### src/rtl/sensor_conditioner.sv
// rtl/sensor_conditioner.sv - per-channel sync, polarity, debounce, edge pulses and sticky change flags
module sensor_conditioner #(
  parameter int                  CHANNELS = 4,
  parameter int                  DEBOUNCE = 16,
  parameter logic [CHANNELS-1:0] INVERT   = {CHANNELS{1'b0}}
) (
  input  logic                clk,
  input  logic                reset,
  input  logic [CHANNELS-1:0] sensor_in,
  input  logic                enable,
  input  logic [CHANNELS-1:0] clear_changed,
  output logic [CHANNELS-1:0] level_out,
  output logic [CHANNELS-1:0] rise_pulse,
  output logic [CHANNELS-1:0] fall_pulse,
  output logic [CHANNELS-1:0] changed,
  output logic                any_changed
);

  localparam int              CW       = $clog2(DEBOUNCE + 1);
  localparam logic [CW-1:0]   CNT_LAST = CW'(DEBOUNCE - 1);

  logic [CHANNELS-1:0] s1_q, s2_q, raw;
  logic [CHANNELS-1:0] level_q, level_d;
  logic [CHANNELS-1:0] rise_q, rise_d, fall_q, fall_d;
  logic [CHANNELS-1:0] changed_q, changed_d;
  logic                any_q;
  logic [CW-1:0]       cnt_q [CHANNELS];
  logic [CW-1:0]       cnt_d [CHANNELS];

  assign raw = s2_q ^ INVERT;

  // Any cycle where raw agrees with the level, or the engine is disabled, restarts the count.
  always_comb begin
    level_d = level_q;
    rise_d  = '0;
    fall_d  = '0;
    for (int i = 0; i < CHANNELS; i++) begin
      cnt_d[i] = '0;
      if (enable && (raw[i] != level_q[i])) begin
        if (cnt_q[i] == CNT_LAST) begin
          level_d[i] = raw[i];
          rise_d[i]  = raw[i];
          fall_d[i]  = ~raw[i];
        end else begin
          cnt_d[i] = cnt_q[i] + CW'(1);
        end
      end
    end
    changed_d = (changed_q & ~clear_changed) | rise_d | fall_d;
  end

  always_ff @(posedge clk) begin
    if (!reset) begin
      s1_q      <= '0;
      s2_q      <= '0;
      level_q   <= '0;
      rise_q    <= '0;
      fall_q    <= '0;
      changed_q <= '0;
      any_q     <= 1'b0;
      for (int i = 0; i < CHANNELS; i++) cnt_q[i] <= '0;
    end else begin
      s1_q      <= sensor_in;
      s2_q      <= s1_q;
      level_q   <= level_d;
      rise_q    <= rise_d;
      fall_q    <= fall_d;
      changed_q <= changed_d;
      any_q     <= |changed_d;
      for (int i = 0; i < CHANNELS; i++) cnt_q[i] <= cnt_d[i];
    end
  end

  assign level_out   = level_q;
  assign rise_pulse  = rise_q;
  assign fall_pulse  = fall_q;
  assign changed     = changed_q;
  assign any_changed = any_q;

endmodule

### config.mk
export PLATFORM = sky130hd
export DESIGN_NAME = sensor_conditioner
export DESIGN_NICKNAME = d
export VERILOG_FILES = /design/src/rtl/sensor_conditioner.sv
export SDC_FILE = /design/constraint.sdc
export NUM_CORES = 1
export LEC_CHECK = 0
export ABC_CLOCK_PERIOD_IN_PS = 3800
export CAP_MARGIN = 10
export CELL_PAD_IN_SITES_DETAIL_PLACEMENT = 0
export CELL_PAD_IN_SITES_GLOBAL_PLACEMENT = 1
export CORE_MARGIN = 2
export CORE_UTILIZATION = 38
export CTS_CLUSTER_SIZE = 16
export DETAILED_ROUTE_END_ITERATION = 10
export PLACE_DENSITY = 0.76
export RECOVER_POWER = 100
export SYNTH_ARGS = -nofsm -noshare
export SYNTH_HDL_FRONTEND = slang
export SYNTH_SLANG_ARGS = --single-unit
### constraint.sdc
create_clock -name clk -period 3.8 [get_ports clk]
set_input_delay 0.57 -clock clk [delete_from_list [all_inputs] [get_ports clk]]
set_output_delay 0.57 -clock clk [all_outputs]
set_load 0.01 [all_outputs]
# Word level (Yosys, flattened, before mapping)
# Memory sizes are Yosys's and may differ from the RTL's.
# Cells that the tools add are included.
classes:
  add_sub_neg: 4
  muxes: 30
  reduce_logical: 9
  bitwise: 12
  eq_ne: 8
op_table:
  columns: ["op", "n"]
  rows:
  - ["$mux W5", 12]
  - ["$add A5 B1 Y5 const B", 4]
  - ["$eq A5 B4 Y1 const B", 4]
  - ["$mux W1", 18]
  - ["$or A4 B4 Y4", 2]
  - ["$reduce_and A2 Y1", 4]
  - ["$and A4 B4 Y4", 1]
  - ["$logic_and A1 B1 Y1", 4]
  - ["$ne A1 B1 Y1", 4]
  - ["$not A1 Y1", 4]
  - ["$not A4 Y4", 1]
  - ["$or A1 B1 Y1", 4]
  - ["$reduce_or A4 Y1", 1]
word_totals:
  reg_bits: 25
  output_inout_bits: 17
  memories: 1
  ram_bits: 20
  in_bits: 11
  word_cells: 74
mem_list:
  columns: ["name", "words", "word_bits", "rd", "rd_ports_with_merged_regs", "wr", "line_no", "rtl"]
  rows:
  - ["cnt_q", 4, 5, 4, 0, 4, "27", "logic [CW-1:0] cnt_q [CHANNELS];"]

# Depth between registers and ports, before layout
depth:
  depth_word: 6
  ltp_mapped: 6
  ltp_nobuf: 6

# Worst setup path before layout
# Ideal clock, no wire load.
synth_path:
  path_kind: "register -> register"
  from: "mem cnt_q[3][0] (netlist bit)"
  to: "reg any_q, in the netlist any_changed"
  stages_incl_launch_ff: 7
  t_required_ns: 3.675
  path_buffers: 0
  period_less_slack_ns: 1.581
  setup_ns: 0.125
  arrival_time_ns: 1.455
  slack_ns: 2.219
  cell_sequence: "dfxtp_1 -> ha_1 -> and3_1 -> ha_1 -> nand2_1 -> o22ai_1 -> o41a_1"
synth_rtl:
  columns: ["item", "line_no", "rtl"]
  rows:
  - ["from (decl)", "27", null]
  - ["to (signal assigned)", "69", "any_q <= |changed_d;"]
  - ["to (decl)", "26", "logic any_q;"]

==> qor.yml <==
syn-num-nets: 175
grt_util_all_layers_pct: 13.37
cp-end-kind: "flip-flop"
cts_resized: 0
setup_tns_ns: 0
r2r_cells: 6
grt_antenna_before_repair: 0
cts_tree: "yes"
drc: 0
ctsLongestPathBuffers: 2
yosysTopAreaCell: "dfxtp_1"
ys_seq_area_share_pct: 55.60
startpoint: "reset"
grt_pass1_vias: 1128
setup_viol: 0
clkTransAtPathRegs_ns: 0.08
nets: 206
hold_violations: 0
cts_max_level: 2
rows: 23
clk_latency_ns: 0.29
drt_iter0_markers: 33
dp.cells: 230
nFillCells: 385
areaGrowthSynthToFinish_pct: 22.93
vias: 1088
cts_buffers: 5
max-cap-violations: 0
synth.distinct_cells: 25
core-area_mm2: 0.004058
hp-class: "reg2reg"
power_leakage_nw: 0.7722
hold_buffers: 0
dpl.hpwl_mm: 2.016
path_class: "in2reg"
postSynthRegisterBits: 45
die_area_mm2: 0.004802
crit_path_end: "cnt_q[3][1]"
start_util_pct: 39.93
period_share_pct: 56.66
finalWorstPathRequiredPeriod_ns: 2.153
clock-sinks: 45
outcome: "finished, final reports clean"
p_per_area_mw_per_mm2: 397.0
drt-total-wl_mm: 2.836
antenna_cells: 0
rrSetupSlack_ns: 2.08
worst_pin_slew_ns: 0.6336
reg2reg_to: "any_changed"
die_h_um: 69.30
final_common_cell: "dfxtp_1"
syn_inst: 156
yosys_warnings: 0
crit_required_ns: 4.02
grt_first_pass_wirelength_mm: 5.043
rr_startpoint: "cnt_q[3][0]"
io_buffer_count: 27
final_cell_mix: "dfxtp_1 (45), nor2_1 (20), dlygate4sd3_1 (19)"
syn_area_per_cell_um2: 10.39
drive_above_1_share_pct: 3.743
wl_per_cell_um: 11.97
io_pins: 28
rsz0062_at_grt: "false"
ys_top_cells_by_area: "dfxtp_1 (56%), ha_1 (6.2%), nor2_1 (4.6%), and2_1 (4.2%), xnor2_1 (3.8%)"
cts_setup_buffers: 0
ir_drop_mv: 0.2175
whs_ns: 0.4327
cts_root_buffer: "clkbuf_8"
maxSlewHeadroom_pct: 57.62
instances_no_fill: 237
crit_fanout: 22
fmax_mhz: 464.4
syn-cell-area_mm2: 0.001620
ant_nets: 0
netlist.area_leader.share_pct: 55.60
timing.final.max_slew_violations: 0
clock_skew_ns: 0.005043
crit_path_start_kind: "input pin"
grt_max_degree: 23
gr-total-overflow: 0
gp_congestion: 0.7167
drt_first_pass_iters: 3
die_w_um: 69.30
arrival_ns: 2.38
vias_per_cell: 4.591
whs_path_depth: 1
==> power breakdown <==
group	total, mW	switching [mW]	leakage [nW]	internal [mW]
sequential	0.479	0.00305	0.364	0.476
clock	0.288	0.144	0.0443	0.144
combinational	0.0234	0.00976	0.364	0.0137
==> stage by stage <==
stage | setup WS [ns] | utilization (%) | power, mW | instance area [µm²]
finish | 1.647 | 49.09 | 0.7907 | 1992
global route | 1.503 | 49.09 | 0.8289 | 1992
CTS | 1.824 | 49.77 | 0.8085 | 2019
detailed placement | 1.516 | 47.64 | 0.5157 | 1933
global placement | 1.576 | 47.64 | 0.5153 | 1933
floorplan | 2.219 | - | 0.5024 | 1620
==> area by class of cell <==
cell class	instances	area [µm²]	area share, %
inverters	11	41.29	2.073
clock buffers	7	86.33	4.334
repair buffers	27	270.3	13.57
flip-flops and latches	45	900.9	45.23
multi-input cells	97	630.6	31.66
well taps	50	62.56	3.141
==> logic make-up (layout without fill, tap and decap cells) <==
group,Yosys count,in the layout,share of synthesized area (%)
multiplexers,1,1,0.6178
XOR/XNOR,12,12,6.950
AND/OR/NAND/NOR,68,68,23.32
adder cells (fa/ha/maj),8,8,6.178
flip-flops,45,45,55.60
buffers and inverters,14,45,3.783
AO/OA/AOI/OAI,8,8,3.552
==> sequential cells by signal (all words and copies together) (netlist names) <==
| register | cells |
|---|---|
| raw | 4 |
| rise_pulse | 4 |
| s1_q | 4 |
| any_changed | 1 |
| fall_pulse | 4 |
| cnt_q | 20 |
| level_out | 4 |
| changed | 4 |
==> worst min path at each step <==
stage                     startpoint  endpoint  slack (ns)
after floorplan              s1_q[0]    raw[0]        0.41
after global placement       s1_q[0]    raw[0]        0.42
after detailed placement     s1_q[0]    raw[0]        0.42
after CTS                    s1_q[0]    raw[0]        0.44
after global routing         s1_q[3]    raw[3]        0.46
final                        s1_q[0]    raw[0]        0.43
==> cells in the mapped netlist <==
cell type	instances
a21boi_0	3
and2_1	11
and3_1	4
buf_2	1
buf_6	1
clkbuf_1	1
dfxtp_1	45
ha_1	8
inv_1	11
mux2i_1	1
nand2_1	7
nand2_4	1
nand3_1	11
nand3b_1	1
nor2_1	20
nor2b_1	1
nor3_1	1
nor3b_1	7
o21ai_0	1
o22ai_1	3
o41a_1	1
or3_4	4
xnor2_1	7
xnor2_2	1
xor2_1	4
==> per-layer routing <==
metal  vias to the layer above  part of all wire [%]  global-route usage, %
met4                         0                   1.8                  5.882
met3                         5                   6.0                  5.814
met1                       492                    49                  16.33
li1                        567                     -                      -
met2                        24                    43                  20.41
met5                         -                     0                      0
==> worst max-delay path, stage by stage <==
cell and delay, ns:
dlygate4sd3_1 0.94, nand2_1 0.25, or3_1 0.48, nor2_1 0.13
(Power assumes the default switching activity.)
